### src/rtl/com_ai_pkg.sv
// Shared types and constants for the computer volleyball opponent.
package com_ai_pkg;

  typedef enum logic [2:0] {
    HOME     = 3'd0,
    TRACK    = 3'd1,
    JUMP     = 3'd2,
    AIR      = 3'd3,
    COOLDOWN = 3'd4
  } ai_state_e;

  localparam int SIDE_LEFT  = 0;
  localparam int SIDE_RIGHT = 1;
  localparam int POS_W      = 10;
  localparam int DIFF_W     = 11;
  localparam int SCREEN_W   = 640;

  // Zero-extend a screen coordinate into the signed difference domain.
  function automatic logic signed [DIFF_W-1:0] to_diff(input logic [POS_W-1:0] v);
    return $signed({1'b0, v});
  endfunction

  function automatic logic signed [DIFF_W-1:0] abs_diff(input logic signed [DIFF_W-1:0] d);
    return d[DIFF_W-1] ? -d : d;
  endfunction

endpackage

### src/rtl/com_ai_delay_line.sv
// Tick-enabled shift register for ball samples; full rises once DEPTH samples are held.
module com_ai_delay_line #(
  parameter int DEPTH = 3,
  parameter int W     = 20
) (
  input  logic         clk,
  input  logic         rst_n,
  input  logic         tick,
  input  logic [W-1:0] din,
  output logic [W-1:0] dout,
  output logic         full
);

  generate
    if (DEPTH == 0) begin : g_bypass
      logic unused_ctrl;
      assign unused_ctrl = &{1'b0, clk, rst_n, tick};
      assign dout = din;
      assign full = 1'b1;
    end else begin : g_shift
      localparam int CW = $clog2(DEPTH + 1);
      logic [W-1:0]  sr [DEPTH];
      logic [CW-1:0] fill;

      always_ff @(posedge clk) begin
        if (!rst_n) begin
          for (int i = 0; i < DEPTH; i++) sr[i] <= '0;
          fill <= '0;
        end else if (tick) begin
          sr[0] <= din;
          for (int i = 1; i < DEPTH; i++) sr[i] <= sr[i-1];
          if (fill != CW'(DEPTH)) fill <= fill + CW'(1);
        end
      end

      assign dout = sr[DEPTH-1];
      assign full = (fill == CW'(DEPTH));
    end
  endgenerate

endmodule

### src/rtl/com_player_ai.sv
// Computer volleyball opponent: delayed ball tracking, timed jump/smash, post-landing cooldown.
// Optional COM_AI_PREDICT_EN aims at a velocity-extrapolated ball x clamped to the own half.
module com_player_ai
  import com_ai_pkg::ai_state_e, com_ai_pkg::HOME, com_ai_pkg::TRACK, com_ai_pkg::JUMP,
         com_ai_pkg::AIR, com_ai_pkg::SIDE_LEFT, com_ai_pkg::POS_W, com_ai_pkg::DIFF_W,
         com_ai_pkg::to_diff, com_ai_pkg::abs_diff;
#(
  parameter int SIDE        = 0,
  parameter int HOME_X      = 60,
  parameter int NET_X       = 320,
  parameter int GROUND_Y    = 315,
  parameter int TOLERANCE   = 5,
  parameter int JUMP_X      = 40,
  parameter int JUMP_Y      = 280,
  parameter int SMASH_X     = 50,
  parameter int JUMP_HOLD   = 4,
  parameter int COOLDOWN    = 8,
  parameter int REACT_DELAY = 3
) (
  input  logic       clk,
  input  logic       rst_n,
  input  logic       tick,
  input  logic [9:0] ball_x,
  input  logic [9:0] ball_y,
  input  logic [9:0] my_pos_x,
  input  logic [9:0] my_pos_y,
  output logic       op_move_left,
  output logic       op_move_right,
  output logic       op_jump,
  output logic       op_smash,
  output logic [2:0] ai_state
);

  localparam int CNT_MAX = (JUMP_HOLD > COOLDOWN) ? JUMP_HOLD : COOLDOWN;
  localparam int CNT_W   = $clog2(CNT_MAX + 1) + 1;
  localparam logic [CNT_W-1:0] HOLD_C  = CNT_W'(JUMP_HOLD);
  localparam logic [CNT_W-1:0] COOL_C  = CNT_W'(COOLDOWN);
  localparam logic [CNT_W-1:0] CNT_ONE = CNT_W'(1);

  localparam logic signed [DIFF_W-1:0] NET_S    = DIFF_W'(NET_X);
  localparam logic signed [DIFF_W-1:0] HOME_S   = DIFF_W'(HOME_X);
  localparam logic signed [DIFF_W-1:0] GROUND_S = DIFF_W'(GROUND_Y);
  localparam logic signed [DIFF_W-1:0] TOL_S    = DIFF_W'(TOLERANCE);
  localparam logic signed [DIFF_W-1:0] NTOL_S   = DIFF_W'(-TOLERANCE);
  localparam logic signed [DIFF_W-1:0] JX_S     = DIFF_W'(JUMP_X);
  localparam logic signed [DIFF_W-1:0] JY_S     = DIFF_W'(JUMP_Y);
  localparam logic signed [DIFF_W-1:0] SX_S     = DIFF_W'(SMASH_X);
  localparam logic signed [DIFF_W-1:0] DY_LO_S  = DIFF_W'(-80);
  localparam logic signed [DIFF_W-1:0] DY_HI_S  = DIFF_W'(40);

  logic [2*POS_W-1:0] smp;
  logic               smp_full;

  com_ai_delay_line #(
    .DEPTH (REACT_DELAY),
    .W     (2*POS_W)
  ) u_delay (
    .clk   (clk),
    .rst_n (rst_n),
    .tick  (tick),
    .din   ({ball_x, ball_y}),
    .dout  (smp),
    .full  (smp_full)
  );

  logic signed [DIFF_W-1:0] bx, by, px, py;
  logic signed [DIFF_W-1:0] dx, adx, dy, target_own, target, mdx;
  logic                     own, grounded, jump_ok, gsmash_ok, asmash_ok;

  assign bx = to_diff(smp[2*POS_W-1:POS_W]);
  assign by = to_diff(smp[POS_W-1:0]);
  assign px = to_diff(my_pos_x);
  assign py = to_diff(my_pos_y);

  assign own      = (SIDE == SIDE_LEFT) ? (bx < NET_S) : (bx >= NET_S);
  assign grounded = (py >= GROUND_S);
  assign dx       = bx - px;
  assign adx      = abs_diff(dx);
  assign dy       = by - py;

  assign jump_ok   = grounded && (adx < JX_S) && (by < JY_S);
  assign gsmash_ok = grounded && (adx < SX_S) && (dy > DY_LO_S) && (dy < DY_HI_S);
  assign asmash_ok = (adx < SX_S) && (dy <= 0);

`ifdef COM_AI_PREDICT_EN
  localparam int PRED_W = DIFF_W + 3;
  localparam logic signed [PRED_W-1:0] PRED_LO =
    PRED_W'((SIDE == SIDE_LEFT) ? 0 : NET_X);
  localparam logic signed [PRED_W-1:0] PRED_HI =
    PRED_W'((SIDE == SIDE_LEFT) ? (NET_X - 1) : (com_ai_pkg::SCREEN_W - 1));

  function automatic logic signed [DIFF_W-1:0] sat_target(input logic signed [PRED_W-1:0] v);
    logic signed [PRED_W-1:0] c;
    c = v;
    if (v < PRED_LO) c = PRED_LO;
    if (v > PRED_HI) c = PRED_HI;
    return c[DIFF_W-1:0];
  endfunction

  logic signed [DIFF_W-1:0] prev_bx, vx;
  logic signed [PRED_W-1:0] pred_raw;
  logic                     prev_vld;

  // First valid sample has no history, so it is treated as stationary.
  always_ff @(posedge clk) begin
    if (!rst_n) begin
      prev_bx  <= '0;
      prev_vld <= 1'b0;
    end else if (tick && smp_full) begin
      prev_bx  <= bx;
      prev_vld <= 1'b1;
    end
  end

  assign vx         = prev_vld ? (bx - prev_bx) : '0;
  assign pred_raw   = {{3{bx[DIFF_W-1]}}, bx} + {vx[DIFF_W-1], vx, 2'b00};
  assign target_own = sat_target(pred_raw);
`else
  assign target_own = bx;
`endif

  assign target = own ? target_own : HOME_S;
  assign mdx    = target - px;

  ai_state_e        state, state_nx;
  logic [CNT_W-1:0] cnt, cnt_nx;
  logic             left_nx, right_nx, jump_nx, smash_nx;

  always_comb begin
    state_nx = state;
    cnt_nx   = cnt;
    jump_nx  = 1'b0;
    smash_nx = 1'b0;
    left_nx  = smp_full && (mdx < NTOL_S);
    right_nx = smp_full && (mdx > TOL_S);
    if (!smp_full) begin
      state_nx = HOME;
      cnt_nx   = '0;
    end else begin
      unique case (state)
        HOME: begin
          if (own) state_nx = TRACK;
        end
        TRACK: begin
          if (!own) begin
            state_nx = HOME;
          end else if (jump_ok) begin
            state_nx = JUMP;
            cnt_nx   = CNT_ONE;
            jump_nx  = 1'b1;
          end else begin
            smash_nx = gsmash_ok;
          end
        end
        JUMP: begin
          if (cnt >= HOLD_C) begin
            state_nx = AIR;
            cnt_nx   = '0;
          end else begin
            cnt_nx  = cnt + CNT_ONE;
            jump_nx = 1'b1;
          end
        end
        AIR: begin
          if (grounded) begin
            state_nx = com_ai_pkg::COOLDOWN;
            cnt_nx   = CNT_ONE;
          end else begin
            smash_nx = asmash_ok;
          end
        end
        com_ai_pkg::COOLDOWN: begin
          if (cnt >= COOL_C) begin
            state_nx = own ? TRACK : HOME;
            cnt_nx   = '0;
          end else begin
            cnt_nx = cnt + CNT_ONE;
          end
        end
        default: begin
          state_nx = HOME;
          cnt_nx   = '0;
        end
      endcase
    end
  end

  // Registered decision stage; holds between ticks.
  always_ff @(posedge clk) begin
    if (!rst_n) begin
      state         <= HOME;
      cnt           <= '0;
      op_move_left  <= 1'b0;
      op_move_right <= 1'b0;
      op_jump       <= 1'b0;
      op_smash      <= 1'b0;
    end else if (tick) begin
      state         <= state_nx;
      cnt           <= cnt_nx;
      op_move_left  <= left_nx;
      op_move_right <= right_nx;
      op_jump       <= jump_nx;
      op_smash      <= smash_nx;
    end
  end

  assign ai_state = state;

endmodule

### config.mk
export PLATFORM = sky130hd
export DESIGN_NAME = com_player_ai
export DESIGN_NICKNAME = d
export VERILOG_FILES = /design/src/rtl/com_ai_pkg.sv /design/src/rtl/com_ai_delay_line.sv /design/src/rtl/com_player_ai.sv
export SDC_FILE = /design/constraint.sdc
export NUM_CORES = 1
export LEC_CHECK = 0
export ABC_AREA = 1
export CAP_MARGIN = 15
export CORE_AREA = 10 10 107 109
export DETAILED_ROUTE_END_ITERATION = 6
export DIE_AREA = 0 0 117 119
export PLACE_DENSITY_LB_ADDON = 0.3
export SKIP_CTS_REPAIR_TIMING = 1
export SLEW_MARGIN = 20
export SYNTH_ARGS = -nofsm -noshare
export SYNTH_HDL_FRONTEND = slang
export SYNTH_SLANG_ARGS = --single-unit
### constraint.sdc
create_clock -name clk -period 3.05 [get_ports clk]
set_input_delay 0.305 -clock clk [delete_from_list [all_inputs] [get_ports clk]]
set_output_delay 0.305 -clock clk [all_outputs]
set_load 0.03 [all_outputs]
Yosys cells after proc, flatten, opt, wreduce, memory -nomap -nowiden
Memories as Yosys holds them, arrays and structs flattened.
Cells that the tools add are included.
W data, S select, Z words.
{"block": "totals", "reg_bits": 14, "ram_bits": 60, "memories": 1}
{"memory": "u_delay.g_shift.sr", "words": 3, "word_bits": 20, "read_ports": 3, "rd_ports_with_merged_regs": 0, "wr": 3, "line_no": "com_ai_delay_line.sv:22", "source": "logic [W-1:0] sr [DEPTH];"}
{"block": "op_classes", "n_addsub": 6, "n_lt_le_gt_ge": 12, "n_eq_ne": 14, "mux": 35, "bitwise": 3, "reduce_logical": 12}
{"operator": "$mux W20", "count": 3}
{"operator": "$lt A11 B7 Y1 const B", "count": 3}
{"operator": "$sub A10 B10 Y11", "count": 3}
{"operator": "$mux W5", "count": 6}
{"operator": "$pmux W5 S5", "count": 1}
{"operator": "$mux W3", "count": 7}
{"operator": "$lt A10 B9 Y1 const B", "count": 2}
{"operator": "$ne A3 B3 Y1 const B", "count": 6}
{"operator": "$pmux W3 S5", "count": 1}
{"operator": "$mux W1", "count": 13}
{"operator": "$gt A11 B4 Y1 const B", "count": 1}
{"operator": "$gt A11 B8 Y1 const B", "count": 1}
{"operator": "$le A11 B1 Y1 const B", "count": 1}
{"operator": "$lt A11 B4 Y1 const B", "count": 1}
{"operator": "$mux W11", "count": 1}
{"operator": "$neg A11 Y11", "count": 1}
{"operator": "$ge A10 B9 Y1 const B", "count": 1}
{"operator": "$mux W10", "count": 1}
{"operator": "$logic_and A1 B1 Y1", "count": 8}
{"operator": "$eq A3 B2 Y1 const B", "count": 2}
{"operator": "$reduce_and A6 Y1", "count": 1}
{"operator": "$add A5 B1 Y5 const B", "count": 1}
{"operator": "$ge A5 B3 Y1 const B", "count": 1}
{"operator": "$ge A5 B4 Y1 const B", "count": 1}
{"operator": "11 further kinds", "count": 15}

Depth between registers and ports, before layout
Gate-level depths: netlist of run 1.
An unclocked memory read counts as a cell.
{"block": "logic_depth", "ltp_word": 12, "depth_mapped": 23}

Cells and area by module
A second synthesis of run 1 with hierarchy kept.
{"block": "hier_totals", "hier_cells": 727, "area_unflattened_um2": 5469.0}
{"mod": "com_player_ai", "n_inst": 1, "cells_each": 504, "area_per_inst_um2": 2871.5, "seq_area_each_um2": 240.2}
{"mod": "com_ai_delay_line", "n_inst": 1, "cells_each": 223, "area_per_inst_um2": 2597.5, "seq_area_each_um2": 1841.8}

Worst setup path before layout of run 1
No wires, ideal clock.
{"block": "synth_path", "kind": "register to register", "from": "mem u_delay.g_shift.sr[2][16] (netlist: u_delay.g_shift.sr[0][56])", "to": "reg op_move_right", "setup_time_ns": 0.113, "arrival_time_ns": 2.645, "setup_slack_ns": 0.291, "stages_incl_launch_ff": 20, "n_path_buf": 0, "period_less_slack_ns": 2.759, "path_cell_list": "edfxtp_1 -> inv_1 -> nand2_1 -> a21oi_1 -> inv_1 -> or2_2 -> ha_1 -> a21oi_1 -> nand2_1 -> a21oi_1 -> o21bai_1 -> nand2_1 -> nand2_1 -> a21oi_1 -> nor2_1 -> nor2_1 -> inv_1 -> a21oi_1 -> nand3b_1 -> nand2_1"}
{"element": "start, declared", "line_no": "com_ai_delay_line.sv:22"}
{"element": "end signal, assigned", "line_no": "com_player_ai.sv:201", "source": "op_move_right <= right_nx;"}
{"element": "end, declared", "line_no": "com_player_ai.sv:28", "source": "output logic op_move_right,"}

==> results of run 1 <==
-- worst max-delay path by stage --
stage,end,slack (ns),depth (start not counted)
global placement,cnt[3],-0.09,23
CTS,op_move_left,0.08,15
global route,ai_state[1],-0.06,20
detailed placement,cnt[1],-0.20,23
finish,cnt[1],0.13,22
floorplan,op_move_right,0.29,19
-- stage by stage --
stage	cells	setup TNS [ns]	instance area [µm²]	setup slack [ns]	hold WS [ns]
final	875	0	6309	0.1281	0.4643
after floorplan	689	0	5246	0.2913	0.4277
after global routing	875	-0.2942	6309	-0.05598	0.4906
after CTS	871	0	6170	0.08391	0.4700
after global placement	855	-0.5974	5954	-0.08920	0.4417
after detailed placement	855	-1.579	5954	-0.2041	0.4575
-- cell type report --
cell class,count,area share (%)
inverter,148,8.806
clock buffer,9,1.964
sequential,74,33.00
clock inverter,7,1.448
multi-input combinational,457,42.32
timing repair buffer,66,10.19
tap,114,2.261
-- critical path, stage by stage, from the launching register on --
cell,delay [ns]
edfxtp_1,0.41
inv_1,0.08
ha_2,0.16
inv_2,0.04
fa_2,0.41
inv_2,0.08
ha_4,0.13
inv_2,0.03
nor2_2,0.08
nand3_2,0.10
nor2_2,0.14
nand2_2,0.08
nand2_2,0.09
nand2_2,0.07
nand2_2,0.06
nand3_2,0.06
nor2_2,0.13
nand3_1,0.09
nand2_2,0.11
nand2_4,0.09
a21boi_4,0.29
nor2_2,0.07
nor2_2,0.07
-- placed cells by master (no fill, tap or decap), drive strengths merged, types with 2 or more instances in the layout --
master	n
a21oi	36
buf	17
bufinv	2
clkbuf	9
clkdlybuf4s50	49
clkinv	5
dfxtp	14
edfxtp	60
fa	2
ha	34
inv	148
nand2	139
nand3	60
nand3b	4
nand4	6
nor2	117
nor3	10
nor4	2
o211ai	4
o21ai	7
o21bai	4
o31ai	2
or2	4
xnor2	5
xor2	11
-- flip-flops by register name, summed over array words and instances, names as in the netlist --
signal                flops
op_move_right             1
op_smash                  1
cnt                       5
op_move_left              1
ai_state                  3
u_delay.g_shift.sr       60
op_jump                   1
u_delay.g_shift.fill      2
-- kinds of logic after synthesis --
kind of cell | share of synthesized area [%]
AND/OR/NAND/NOR | 29.50
buffers and inverters | 11.59
flip-flops | 39.69
AO/OA/AOI/OAI | 7.608
adder cells (fa/ha/maj) | 8.872
XOR/XNOR | 2.671
other | 0.07148
-- metal layers --
layer  wire (µm)  part of all wire [%]  GRT usage (%)  up-vias
li1            -                     -              -     2312
met1        4618                    42          18.57     2034
met2        5713                    52          28.53       85
met3         495                   4.5          3.012       17
met4         158                   1.4          4.173        0
met5           0                     0              0        -
-- power by group through the flow --
| stage | Combinational [mW] | Clock, mW | Sequential, mW |
|---|---|---|---|
| 2_1_floorplan | 0.549 | 0 | 1.21 |
| 3_3_place_gp | 0.725 | 0 | 1.21 |
| 3_5_place_dp | 0.757 | 0 | 1.21 |
| 4_1_cts | 0.761 | 0.862 | 1.19 |
| 5_1_grt | 0.904 | 0.909 | 1.20 |
| 6_report | 0.802 | 0.845 | 1.19 |
==> impl_results.md, run 1 <==
- Drt pass-1 iters: 4
- WS Path Type: reg -> reg
- Synth Warn #: 0
- Total power: 2.838 mW
- Mapped Area: 5246 µm²
- Maximum clock rate: 342.2 MHz
- Die Y: 119 µm
- Core box area: 9459 µm²
- Synth cell types: 43
- Leak: 3.053 nW
- Worst slew pin tran: 1.232 ns
- Yosys reg bits: 74
- Critical Path End Type: register
- Share of cells above drive strength 1: 13.93%
- Drt wl/cell: 12.55 µm
- P&R area growth vs syn: 20.25%
- Yosys top cell area share: 34.34%
- Worst setup path startpoint: u_delay.g_shift.sr[0][50]
- Hold path start: cnt[4]
- Fill cell count: 830
- Initial Utilization: 55.46%
- Wire length of the first global-routing pass: 18.37 mm
- Final nets: 835
- Count leader, synth: inv_1
- Status: completed
- Combined global-route utilization of all metal layers: 15.84%
- Flop2flop setup slack: 0.13 ns
- Combinational share of power: 28.3%
- Setup violators final: 0
- Synthesized area per cell: 7.614 µm²
- Largest net degree at the start of global routing: 61
- Crit start category: register
- Die area: 13920 µm²
- Initial DRC Count: 254
- Pwr dens: 449.8 nW/µm²
- Register area share after synthesis: 39.69%
- Final core utilization: 66.69%
- Clk root buf: clkbuf_8
- Num CTS Buffers: 9
- Routability Congestion: 0.9329
- Data required, critical path: 3.34 ns
- Worst r2r path cells: 22
- Flop pwr share: 42.0%
- Vias: 4448
- H-tree depth: 3
- Initial antenna violation count: 0
- CTS Buffer Depth: 2
- Switch share: 31.24%
- CTS tree: yes
- RSZ-0062 raised after global routing: true
- RR Endpoint: cnt[1]
- EDFF count, synth: 60
- Ant diodes: 0
- Via/cell ratio: 5.083
- Clock power share: 29.8%
- CTS Sinks: 74
- Worst Clk Skew: 0.01025 ns
- Fin. Hold Viols: 0
- Multi-input logic area: 2670 µm²
- Area leader, netlist: edfxtp_1
- Antenna viol nets, final: 0
- CTS clk-pin slew, worst paths: 0.08 ns
- Reg area: 2082 µm²
- Fraction of registers with async set/reset: 0%
- Hold path cells: 2
- Post-DP HPWL: 8.500 mm
- Synth area leaders: edfxtp_1 34%, inv_1 10%, nand2_1 8.8%
- Port bufs: 49
- Crit path DAT: 3.21 ns
- Die Wd: 117 µm
- Slew margin rel.: 17.09%
- Ports: 50
- Cells after Synth: 689
- Hold Crit Class: reg -> reg
- Pins Over Slew Limit: 0
- Residual DRC count: 0
- Final period util: 95.80%
- Worst-path fanout max: 5
- RR Startpoint: u_delay.g_shift.sr[0][50]
- Maximum VDD drop: 0.3716 mV
- Clock period minus final worst setup slack: 2.922 ns
- Min-Delay Endpoint: cnt[4]
- GRT overflow: 0
- Max cap viols: 0
- Row count: 36
- Vias in the first global route: 4333
- NetSw: 886.4 µW
- P_int: 1.951 mW
- Commonest cells in the netlist: 144 x inv_1, 123 x nand2_1, 109 x nor2_1
- Clock Latency Late Sink: 0.34 ns
- Syn Nets: 768
- Drt total wl: 10.99 mm
- Primary FF master, synth: edfxtp_1
Note: power is estimated with default switching activity, not from simulation.
==> run 2: changes to the inputs <==
--- a/config.mk
+++ b/config.mk
@@ -7,12 +7,14 @@
 export LEC_CHECK = 0
 export ABC_AREA = 1
 export CAP_MARGIN = 15
-export CORE_AREA = 10 10 107 109
+export CORE_AREA = 10 10 149 151
 export DETAILED_ROUTE_END_ITERATION = 6
-export DIE_AREA = 0 0 117 119
+export DIE_AREA = 0 0 159 161
+export HOLD_SLACK_MARGIN = 0.12
 export PLACE_DENSITY_LB_ADDON = 0.3
 export SKIP_CTS_REPAIR_TIMING = 1
 export SLEW_MARGIN = 20
 export SYNTH_ARGS = -nofsm -noshare
 export SYNTH_HDL_FRONTEND = slang
+export SYNTH_HIERARCHICAL = 1
 export SYNTH_SLANG_ARGS = --single-unit
==> impl_results.md, run 2 <==
- Worst-path fanout max: 4 (-1)
- Post-DP HPWL: 9.048 mm (+6.4%)
- Row count: 51 (+42%)
- Final Non-Filler Cells: 1055 (+21%)
- Worst slew pin tran: 0.6679 ns (-0.5645 ns)
- Clock Latency Late Sink: 0.33 ns (about the same)
- Post-Synth Simple-Gate Area: 29.88% (+0.38 points)
- Crit path largest cell delay: 0.44 ns (+0.03 ns)
- Largest Register: u_delay/g_shift.sr
- RSZ-0062 raised after global routing: true
- Total power: 3.079 mW (+8.5%)
- Residual DRC count: 0 (unchanged)
- Data required, critical path: 3.32 ns (-0.02 ns)
- Die Wd: 159 µm (+36%)
- Initial DRC Count: 243 (-4.3%)
- Synth area leaders: edfxtp_1 33%, nand2_1 10%, inv_1 10%
- Mux cell area share after synthesis: 0% (unchanged)
- Initial antenna violation count: 0 (unchanged)
- Die area: 25600 µm² (+84%)
- Ant diodes: 0 (unchanged)
- Syn Nets: 806 (+4.9%)
- Wire length of the first global-routing pass: 19.24 mm (+4.7%)
- Crit start category: register
- Crit-path slowest cell: edfxtp_1
- Routability Congestion: 0.8525 (-8.6%)
- Ports: 50 (unchanged)
- Compound-Gate Fraction of Synth Area: 6.703% (-0.90 points)
- Drt total wl: 11.37 mm (+3.5%)
- Crit path DAT: 3.11 ns (-0.10 ns)
- Final core utilization: 34.69% (-32 points)
- Final nets: 864 (+3.5%)
- Final period util: 93.17% (-2.6 points)
- CTS Buffer Depth: 2 (unchanged)
- Synth Area in XOR/XNOR: 1.762% (-0.91 points)
- Clock period minus final worst setup slack: 2.842 ns (-0.08035 ns)
- Commonest cells in the netlist: 152 x nand2_1, 147 x inv_1, 101 x nor2_1
- Synth cell types: 42 (-2.3%)
- CTS tree: yes
- Cell Chain, Critical Path: inv_1, ha_2, inv_2, fa_2, inv_2, ha_4, inv_2, nor2_2, nand3_2, buf_4, buf_4, nand3_1, nand3_1, a21oi_2, nand3_2, nand2_2, nand2_4, nand2_4, nand2_4, nand2_2, nand2_2, nor2_2
- Critical Path End Type: register
- CP bufs+invs: 6 (+2)
- Initial Utilization: 28.47% (-27 points)
- Pins Over Slew Limit: 0 (unchanged)
- Leak: 3.185 nW (+4.3%)
- Area leader, netlist: edfxtp_1
- Drt wl/cell: 10.78 µm (-14%)
- Adder-cell share of the synthesized area: 8.511% (-0.36 points)
- Fraction of registers with async set/reset: 0% (unchanged)
- Synthesized area per cell: 7.523 µm² (-1.2%)
- H-tree depth: 3 (unchanged)
- Die Y: 161 µm (+35%)
- Clk root buf: clkbuf_16
- Max cap viols: 0 (unchanged)
- Fin area: 6664 µm² (+5.6%)
- Area after DPL: 6238 µm² (+4.8%)
- Largest net degree at the start of global routing: 61 (unchanged)
- Drt pass-1 iters: 4 (unchanged)
- Mapped Area: 5469 µm² (+4.2%)
- Num CTS Buffers: 9 (unchanged)
- Core box area: 19210 µm² (+100%)
- Vias in the first global route: 4171 (-3.7%)
- Most common cell after layout, fill and taps aside: nand2_1
- P&R area growth vs syn: 21.85%
- Register area share after synthesis: 38.07% (-1.6 points)
- Main combinational cell family by area after synthesis: simple AND/OR/NAND/NOR gates
- Maximum VDD drop: 0.2732 mV (-26%)
- Cells after Synth: 727 (+5.5%)
- Maximum clock rate: 351.9 MHz (+2.8%)
- Pwr dens: 462.0 nW/µm² (+2.7%)
- Worst Clk Skew: 0.005387 ns (-0.004861 ns)
- Antenna viol nets, final: 0 (unchanged)
- Yosys top cell area share: 32.94% (-1.4 points)
- CTS clk-pin slew, worst paths: 0.06 ns (-0.02 ns)
- Hold Crit Class: reg -> reg
- EDFF count, synth: 60 (unchanged)
- Worst path top cell family by delay: simple AND/OR/NAND/NOR gates
- Via/cell ratio: 4.085 (-20%)
- Yosys reg bits: 74 (unchanged)
- Number of flip-flops in the largest register: 60 (unchanged)
- Vias: 4310 (-3.1%)
- CTS Sinks: 74 (unchanged)
- Status: completed
- Slew margin rel.: 55.48% (+38 points)
- Setup violators final: 0 (unchanged)
- GRT overflow: 0 (unchanged)
- Commonest non-fill, non-tap cells in the layout: 148 x nand2_1, 143 x inv_1, 97 x nor2_1
- Share of cells above drive strength 1: 13.80% (-0.13 points)
- Primary FF master, synth: edfxtp_1
- Inst Count DP: 1034 (+21%)
- Count leader, synth: nand2_1
- Combined global-route utilization of all metal layers: 8.998% (-6.8 points)
- Synth Warn #: 6 (+6)
- WS Path Type: reg -> reg
- Port bufs: 49 (unchanged)
- Fin. Hold Viols: 0 (unchanged)
run 2: layout make-up:
| class | instances | area (µm²) |
|---|---|---|
| clock buffer | 9 | 225.2 |
| multi-input combinational | 471 | 2638 |
| inverter | 153 | 575.6 |
| timing repair buffer | 76 | 718.2 |
| sequential | 74 | 2082 |
| tap | 265 | 331.6 |
| fill | 2030 | 12540 |
| clock inverter | 7 | 93.84 |
run 2: logic make-up after synthesis:
kind of cell,after synthesis
xor+xnor,11
fa+ha+maj,36
buf+inv,182
simple gates,363
other cells,1
flops,74
compound gates,60
run 2: worst min-delay path: stages (launching register included):
cell and delay, ns:
dfxtp_1 0.31, nand2_1 0.06, a21oi_1 0.05
run 2: metal layers:
metal,track usage (%),part of all wire (%),vias to the layer above,wire [µm]
li1,-,-,2384,-
met1,11.62,50,1839,5660
met2,14.37,45,70,5124
met3,2.135,3.3,17,371
met4,3.243,1.9,0,217
met5,0,0,-,0
run 2: per-stage QoR:
| step | hold slack [ns] | TNS, ns | setup WS, ns |
|---|---|---|---|
| floorplan | 0.4257 | 0 | 0.2061 |
| global placement | 0.4570 | -0.7239 | -0.1076 |
| detailed placement | 0.4515 | -1.125 | -0.1529 |
| CTS | 0.4675 | -0.05318 | -0.02933 |
| global route | 0.4828 | -0.01145 | -0.006835 |
| finish | 0.4648 | 0 | 0.2084 |
run 2: worst paths after layout:
check        slack (ns)            to  cells past startpoint                      start
max                0.21        cnt[0]                     22  u_delay/g_shift.sr[0][50]
min                0.46  op_move_left                      2               op_move_left
max reg2reg        0.21        cnt[0]                     22  u_delay/g_shift.sr[0][50]
min reg2reg        0.46  op_move_left                      2               op_move_left
run 2: power by group:
| part | switching (mW) | internal, mW | total [mW] |
|---|---|---|---|
| Combinational | 0.451 | 0.328 | 0.779 |
| Clock | 0.397 | 0.713 | 1.11 |
| Sequential | 0.0302 | 1.16 | 1.19 |
| Total | 0.878 | 2.20 | 3.08 |
==> run 3: changes to the inputs <==
--- a/config.mk
+++ b/config.mk
@@ -8,6 +8,7 @@
 export ABC_AREA = 1
 export CAP_MARGIN = 15
 export CORE_AREA = 10 10 149 151
+export CTS_CLUSTER_SIZE = 24
 export DETAILED_ROUTE_END_ITERATION = 6
 export DIE_AREA = 0 0 159 161
 export HOLD_SLACK_MARGIN = 0.12
==> results of run 3 <==
Same layout as run 2: the final DEF is identical, and so are final timing and power.
